--- src/rtl/pipelined_addsub.sv ---
// Pipelined adder/subtractor: the carry chain is cut into STAGES equal slices with one
// register stage per slice, followed by signed saturation, NZVC flags and a valid/ready handshake.
module pipelined_addsub #(
  parameter int WIDTH  = 16,
  parameter int STAGES = 4
) (
  input  logic             clk,
  input  logic             rst_n,
  input  logic             in_valid,
  output logic             in_ready,
  input  logic [WIDTH-1:0] x,
  input  logic [WIDTH-1:0] y,
  input  logic             sub,
  input  logic             sat,
  output logic             out_valid,
  input  logic             out_ready,
  output logic [WIDTH-1:0] sum,
  output logic             cout,
  output logic             flag_n,
  output logic             flag_z,
  output logic             flag_v
);

  localparam int SW = WIDTH / STAGES;
  localparam int NR = (STAGES > 1) ? STAGES - 1 : 1;

  function automatic logic ovf(input logic xs, input logic ys, input logic rs);
    return (xs == ys) && (rs != xs);
  endfunction

  function automatic logic [WIDTH-1:0] clamp(input logic [WIDTH-1:0] raw, input logic xs,
                                             input logic v, input logic en);
    logic signed [WIDTH-1:0] lim;
    lim = xs ? {1'b1, {(WIDTH-1){1'b0}}} : {1'b0, {(WIDTH-1){1'b1}}};
    return (en && v) ? lim : raw;
  endfunction

  logic             advance;
  logic [WIDTH-1:0] yy;

  // Inputs seen by each slice: stage 0 from the ports, stage k from stage k-1 registers.
  logic             vi [STAGES];
  logic             ci [STAGES];
  logic             si [STAGES];
  logic [WIDTH-1:0] xi [STAGES];
  logic [WIDTH-1:0] yi [STAGES];
  logic [WIDTH-1:0] ri [STAGES];
  logic [SW:0]      slice [STAGES];
  logic [WIDTH-1:0] rn [STAGES];
  logic             sc [STAGES];

  logic             vld_p [NR];
  logic             cy_p  [NR];
  logic             sat_p [NR];
  logic [WIDTH-1:0] x_p   [NR];
  logic [WIDTH-1:0] yy_p  [NR];
  logic [WIDTH-1:0] res_p [NR];

  logic [WIDTH-1:0] raw;
  logic             xs_l;
  logic             ys_l;
  logic             v_l;
  logic [WIDTH-1:0] sum_l;

  assign advance  = !(out_valid && !out_ready);
  assign in_ready = advance;
  assign yy       = sub ? ~y : y;

  assign vi[0] = in_valid;
  assign ci[0] = sub;
  assign si[0] = sat;
  assign xi[0] = x;
  assign yi[0] = yy;
  assign ri[0] = '0;

  for (genvar k = 1; k < STAGES; k++) begin : g_link
    assign vi[k] = vld_p[k-1];
    assign ci[k] = cy_p[k-1];
    assign si[k] = sat_p[k-1];
    assign xi[k] = x_p[k-1];
    assign yi[k] = yy_p[k-1];
    assign ri[k] = res_p[k-1];
  end

  always_comb begin
    for (int k = 0; k < STAGES; k++) begin
      slice[k] = {1'b0, xi[k][k*SW +: SW]} + {1'b0, yi[k][k*SW +: SW]} + (SW+1)'(ci[k]);
      sc[k]    = slice[k][SW];
      rn[k]    = ri[k];
      rn[k][k*SW +: SW] = slice[k][SW-1:0];
    end
  end

  // Stage boundaries 0..STAGES-2: slice result, slice carry and skewed operands.
  always_ff @(posedge clk or negedge rst_n) begin
    if (!rst_n) begin
      for (int k = 0; k < NR; k++) vld_p[k] <= 1'b0;
    end else if (advance) begin
      for (int k = 0; k < STAGES - 1; k++) vld_p[k] <= vi[k];
    end
  end

  always_ff @(posedge clk) begin
    if (advance) begin
      for (int k = 0; k < STAGES - 1; k++) begin
        cy_p[k]  <= sc[k];
        sat_p[k] <= si[k];
        x_p[k]   <= xi[k];
        yy_p[k]  <= yi[k];
        res_p[k] <= rn[k];
      end
    end
  end

  assign raw   = rn[STAGES-1];
  assign xs_l  = xi[STAGES-1][WIDTH-1];
  assign ys_l  = yi[STAGES-1][WIDTH-1];
  assign v_l   = ovf(xs_l, ys_l, raw[WIDTH-1]);
  assign sum_l = clamp(raw, xs_l, v_l, si[STAGES-1]);

  // Final stage boundary: the output registers, cleared by reset so outputs read 0.
  always_ff @(posedge clk or negedge rst_n) begin
    if (!rst_n) begin
      out_valid <= 1'b0;
      sum       <= '0;
      cout      <= 1'b0;
      flag_n    <= 1'b0;
      flag_z    <= 1'b0;
      flag_v    <= 1'b0;
    end else if (advance) begin
      out_valid <= vi[STAGES-1];
      sum       <= sum_l;
      cout      <= sc[STAGES-1];
      flag_n    <= sum_l[WIDTH-1];
      flag_z    <= (sum_l == '0);
      flag_v    <= v_l;
    end
  end

endmodule

--- config.mk ---
export PLATFORM = sky130hd
export DESIGN_NAME = pipelined_addsub
export DESIGN_NICKNAME = d
export VERILOG_FILES = /design/src/rtl/pipelined_addsub.sv
export SDC_FILE = /design/constraint.sdc
export NUM_CORES = 1
export LEC_CHECK = 0
export CAP_MARGIN = 20
export CORE_ASPECT_RATIO = 1.4
export CORE_UTILIZATION = 48
export DETAILED_ROUTE_END_ITERATION = 12
export PLACE_DENSITY = 0.82
export SYNTH_ARGS = -nofsm -noshare
export SYNTH_HDL_FRONTEND = slang
export SYNTH_SLANG_ARGS = --single-unit
--- constraint.sdc ---
create_clock -name clk -period 8.4 [get_ports clk]
set_input_delay 1.68 -clock clk [delete_from_list [all_inputs] [get_ports clk]]
set_output_delay 1.68 -clock clk [all_outputs]
set_load 0.02 [all_outputs]
==> results of run 1 <==
registers in the layout, summed over array words and instances (netlist names):
signal     cells
res_p         24
x_p           24
yy_p          24
sum           16
cy_p           3
sat_p          3
vi             3
cout           1
flag_v         1
flag_z         1
out_valid      1
worst reg2reg max path: cells and delay by family, from the launching register on:
kind                       cells  cell delay, ps
DFF                            1             510
buffers and inverters          1             280
adders and majority gates      1             400
and+or+nand+nor                2             610
AOI/OAI and AO/OA              2             330
final cells by class:
cell class | instances | area (um^2) | area share (%)
sequential | 101 | 2918 | 57.78
timing repair buffer | 62 | 613.1 | 12.14
clock inverter | 5 | 36.28 | 0.7185
clock buffer | 11 | 275.3 | 5.451
inverter | 14 | 53.80 | 1.065
multi-input combinational | 119 | 1026 | 20.32
tap | 102 | 127.6 | 2.527
how the worst min path moves through the flow:
stage | start | end
after global placement | x_p[0][15] | x_p[0][31]
after floorplan | res_p[0][0] | res_p[0][16]
final | yy_p[0][12] | yy_p[0][28]
after detailed placement | x_p[0][8] | x_p[0][24]
after CTS | yy_p[0][15] | yy_p[0][31]
after global routing | yy_p[0][15] | yy_p[0][31]
metal layers:
layer	vias up	track usage [%]
li1	1034	-
met1	960	16.69
met2	59	23.19
met3	9	4.545
met4	0	7.879
met5	-	0
where the power goes:
group | total, uW | internal, uW | switching, uW
Clock | 411 | 239 | 172
Combinational | 574 | 275 | 300
Sequential | 852 | 776 | 75.7
metrics by stage:
step | hold WS [ps] | std cells
after floorplan | 400.3 | 242
final | 418.7 | 414
after global routing | 425.6 | 414
after detailed placement | 404.5 | 397
after CTS | 420.0 | 413
after global placement | 402.7 | 397
cell families after synthesis:
| family | share of synthesized area, % |
|---|---|
| adders and majority gates | 7.187 |
| DFF | 72.24 |
| and+or+nand+nor | 4.058 |
| muxes | 0.5266 |
| xor gates and xnor gates | 4.988 |
| buffers and inverters | 2.416 |
| AOI/OAI and AO/OA | 8.581 |
layout by cell type (no fill, tap or decap), drive strengths merged, types with 2 or more instances in the layout:
| cell type | n |
|---|---|
| a21oi | 9 |
| a221o | 13 |
| clkinv | 3 |
| ha | 12 |
| nor2 | 6 |
| clkdlybuf4s50 | 59 |
| xnor2 | 3 |
| inv | 16 |
| dfrtp | 23 |
| and3 | 2 |
| nand2 | 11 |
| clkbuf | 12 |
| buf | 2 |
| edfxtp | 78 |
| xor2 | 20 |
| o21ai | 5 |
| nor2b | 3 |
| a21o | 11 |
| or4 | 3 |
| fa | 7 |
==> metrics, run 1 <==
RR Endpoint=sum[11]; Setup TNS=0 ps; CTS resizes=0; pre-CTS setup slack=between 2000 and 3000 ps; IR drop worst, VDD=around 0.16 mV; routed via count=slightly above 2000; CP Capture Type=output pin; Num CTS Buffers=9; placed cell area=0.004731 mm^2; Die Wd=between 70 and 80 um; cell area after layout=~0.005 mm^2; io pins=60; Antenna Cells=0; #FFs+latches synth=just over 100; Worst Clk Skew=4.678 ps; H-tree Lvls=3; final wirelength=~5500 um; worst path bufs/invs=5; syn_nets=around 300; count leader, synth=edfxtp_1; R2R Setup Slk=roughly 6200 ps; sequential-to-total area share from yosys stat=~72%; die height=approximately 110 um; Final Cycle Share=between 60% and 70%; most frequent cells after synthesis=edfxtp_1 (78), dfrtp_1 (23), xor2_1 (20); setup ws final=2696 ps; cells after synthesis=242; gr ovfl total=0; CTS Buffer Depth=2; met3 routed WL=between 200 and 300 um; Max Slew Vio Count=0; layout cells sized above 1=under 10%; post-CTS setup buffer count=0; CP top delay family=buffers and inverters; DRT antenna net count=0; worst r2r src=x_p[0][47]; initial antenna violation count=0; CTS Sinks=101; Slowest-stage cell, CP=clkdlybuf4s50_1; cts-stage hold buffer count=0; final net count=about 360; end of the critical path=in_ready; WL met1=2217 um; arrival time worst endpoint=4020 ps; Leak=between 0.002 and 0.0025 uW; vias per cell=around 5.0; per-instance average area after synthesis=about 17 um^2; asr flop ratio synth=22.77%; first drt pass iteration count=4; port buffer count=59; GRT Util Overall=14.36%; worst min path class=flip-flop to flip-flop; final core utilization=roughly three fifths; Final setup viols=0; metal2 WL=between 2000 and 3000 um; Yosys warnings=0; Synth top area share=between 50% and 60%; worst stage delay on the critical path=roughly 760 ps; Die ar.=around 0.009 mm^2; max-cap viol count=0; Area growth syn-to-layout=25.03%; status=completed; routed len/inst=~13 um; pin count of the biggest net entering global routing=89; total chip power=~1800 uW; reg2reg path depth=6; worst setup path class=input port to output pin; library cells used by synthesis=38; Final Hold Viols=0; Remaining DRCs=0; Slew HR=roughly 33%; hpwl dp=approximately 3600 um; CP Depth=6; row count=39; startpoint types=input port; measured slew at the worst slew-check pin=about 1000 ps; uppermost layer routed=met4; f_max=0.1753 GHz; CTS tree=done; Critical Path RT=around 6700 ps; initial core utilization=49.56%; worst-path cell chain=clkdlybuf4s50_1, nor2b_2, buf_4, clkinv_2, buf_4, clkdlybuf4s50_1; Core Area=roughly 0.0081 mm^2; first-pass GRT wire length=about 9300 um; cell taking the most area after synthesis=edfxtp_1; critical path fanouts, max=88; Clk Latency, worst-skew pair=between 300 and 400 ps; crit path time final=roughly 5700 ps; routability cong.=approximately 0.79; EDFF count, synth=around 80; ys flop type=edfxtp_1; Syn Std Cell Area=0.004039 mm^2; largest cells by area after synthesis=edfxtp_1 (58%), dfrtp_1 (14%), xor2_1 (4.3%); Critical Path Start=out_ready; pwr dens=between 300 and 400 mW/mm^2; clk root buf=clkbuf_16; First DRT Iteration DRCs=between 90 and 100; hold path cells=0; RSZ-0062 raised after global routing=false; Fill cells=600; vias in the first global route=about 2100; Reg clk slew, reported paths=roughly 70 ps
No activity file was read; power rests on OpenSTA's default activity.
==> inputs of run 2 (changes only) <==
clock period = 5.9 ns   (was 8.4 ns; I/O delays follow)
==> metrics, run 2 (synthesis results as in run 1) <==
CTS Sinks=101 (unchanged); Worst Clk Skew=5.303 ps (+0.6251 ps); Slew HR=33.74% (+0.53 points); startpoint types=input port; Final setup viols=0 (unchanged); f_max=about 0.26 GHz; final net count=364 (unchanged); worst path bufs/invs=4 (-1); Leak=0.002014 uW (-0.19%); CTS resizes=0 (unchanged); final wirelength=5577 um (+2.1%); arrival time worst endpoint=2630 ps (-1390 ps); Crit path top cell by count=clkdlybuf4s50_1; hpwl dp=3706 um (+1.5%); port buffer count=59 (unchanged); H-tree Lvls=3 (unchanged); final core utilization=61.97% (unchanged); max-cap viol count=0 (unchanged); pin count of the biggest net entering global routing=88 (-1.1%); status=completed; first-pass GRT wire length=9225 um (-0.67%); Num CTS Buffers=9 (unchanged); crit path time final=3810 ps; vias in the first global route=2069 (-0.19%); vias per cell=5.043 (+1.3%); RSZ-0062 raised after global routing=false; routed via count=2088 (+1.3%); worst stage delay on the critical path=540 ps (-220 ps); gr ovfl total=0 (unchanged); Reg clk slew, reported paths=70 ps (about the same); critical path fanouts, max=26 (-70%); Largest regs=res_p x24, x_p x24, yy_p x24; First DRT Iteration DRCs=101 (+6.3%); GRT Util Overall=14.31% (-0.055 points); measured slew at the worst slew-check pin=993.9 ps (-8.003 ps); Antenna Cells=0 (unchanged); initial antenna violation count=0 (unchanged); worst hold slack=418.0 ps (-0.6780 ps); CP top delay family=buffers and inverters; die height=110.5 um (unchanged); routability cong.=0.7993 (+1.6%); cts-stage hold buffer count=0 (unchanged); R2R Setup Slk=3580 ps (-2630 ps); Critical Path RT=4720 ps (-2000 ps); first drt pass iteration count=5 (+1); cell area after layout=0.005050 mm^2 (unchanged); final instance count without filler cells=414 (unchanged); IR drop worst, VDD=0.2556 mV (+56%); Core Area=0.008149 mm^2 (unchanged); commonest non-fill, non-tap cell in the layout=edfxtp_1; Final Cycle Share=between 60 and 70%; Max Slew Vio Count=0 (unchanged); io pins=60 (unchanged); Area growth syn-to-layout=25.03% (unchanged); Placed Cells incl. Taps=397 (unchanged); worst-path cell chain=clkdlybuf4s50_1, nor2b_2, buf_4, clkinv_2, clkdlybuf4s50_1; highest-count cells in the layout ignoring fill and taps=edfxtp_1 (78), clkdlybuf4s50_1 (59), dfrtp_1 (23); Die Wd=79.53 um (unchanged); pwr dens=522.6 mW/mm^2 (+44%); routed len/inst=13.47 um (+2.1%); worst min path class=flip-flop to flip-flop; layout cells sized above 1=7.051% (-0.96 points); post-CTS setup buffer count=0 (unchanged); CP Capture Type=output pin; Setup TNS=0 ps (unchanged); Die ar.=0.008790 mm^2 (unchanged); row count=39 (unchanged); Clk Latency, worst-skew pair=340 ps (about the same); Slowest-stage cell, CP=clkdlybuf4s50_1; CTS Buffer Depth=2 (unchanged); Final Hold Viols=0 (unchanged); initial core utilization=49.56% (unchanged); placed cell area=0.004731 mm^2 (unchanged); DRT antenna net count=0 (unchanged); CTS tree=done; clk root buf=clkbuf_16; worst setup path class=input port to output pin; Remaining DRCs=0 (unchanged)
## run 2: final cells by class
class	instances	area (um^2)
multi-input combinational	119	1026
sequential	101	2918
inverter	14	53.80
clock inverter	7	88.84
fill	588	3099
clock buffer	9	225.2
tap	102	127.6
timing repair buffer	62	610.6
## run 2: power breakdown
group,total [uW],leakage (uW),switching [uW],internal [uW]
clock,610,0.000153,241,369
combinational,816,0.000790,428,389
sequential,1210,0.00107,108,1100
## run 2: routing by layer
layer / vias up / wire [um] / track usage [%]
li1: 1038 / - / -
met5: - / 0 / 0
met1: 976 / 2240 / 16.04
met4: 0 / 133 / 8.364
met2: 63 / 2941 / 23.30
met3: 11 / 261 / 4.711
## run 2: final timing paths
| kind | startpoint | end | cells past startpoint |
|---|---|---|---|
| max | out_ready | in_ready | 5 |
| min | yy_p[0][8] | yy_p[0][24] | 0 |
| max reg2reg | x_p[0][47] | sum[8] | 6 |
| min reg2reg | yy_p[0][8] | yy_p[0][24] | 0 |
| max in group asynchronous | rst_n | sum[9] | 1 |
| min in group asynchronous | rst_n | out_valid | 1 |
## run 2: stage by stage
stage / total power [uW] / setup WS (ps)
after global placement: 2002 / 2098
after detailed placement: 2042 / 2086
after floorplan: 1767 / 1596
final: 2639 / 2090
after global routing: 2796 / 1990
after CTS: 2662 / 2085
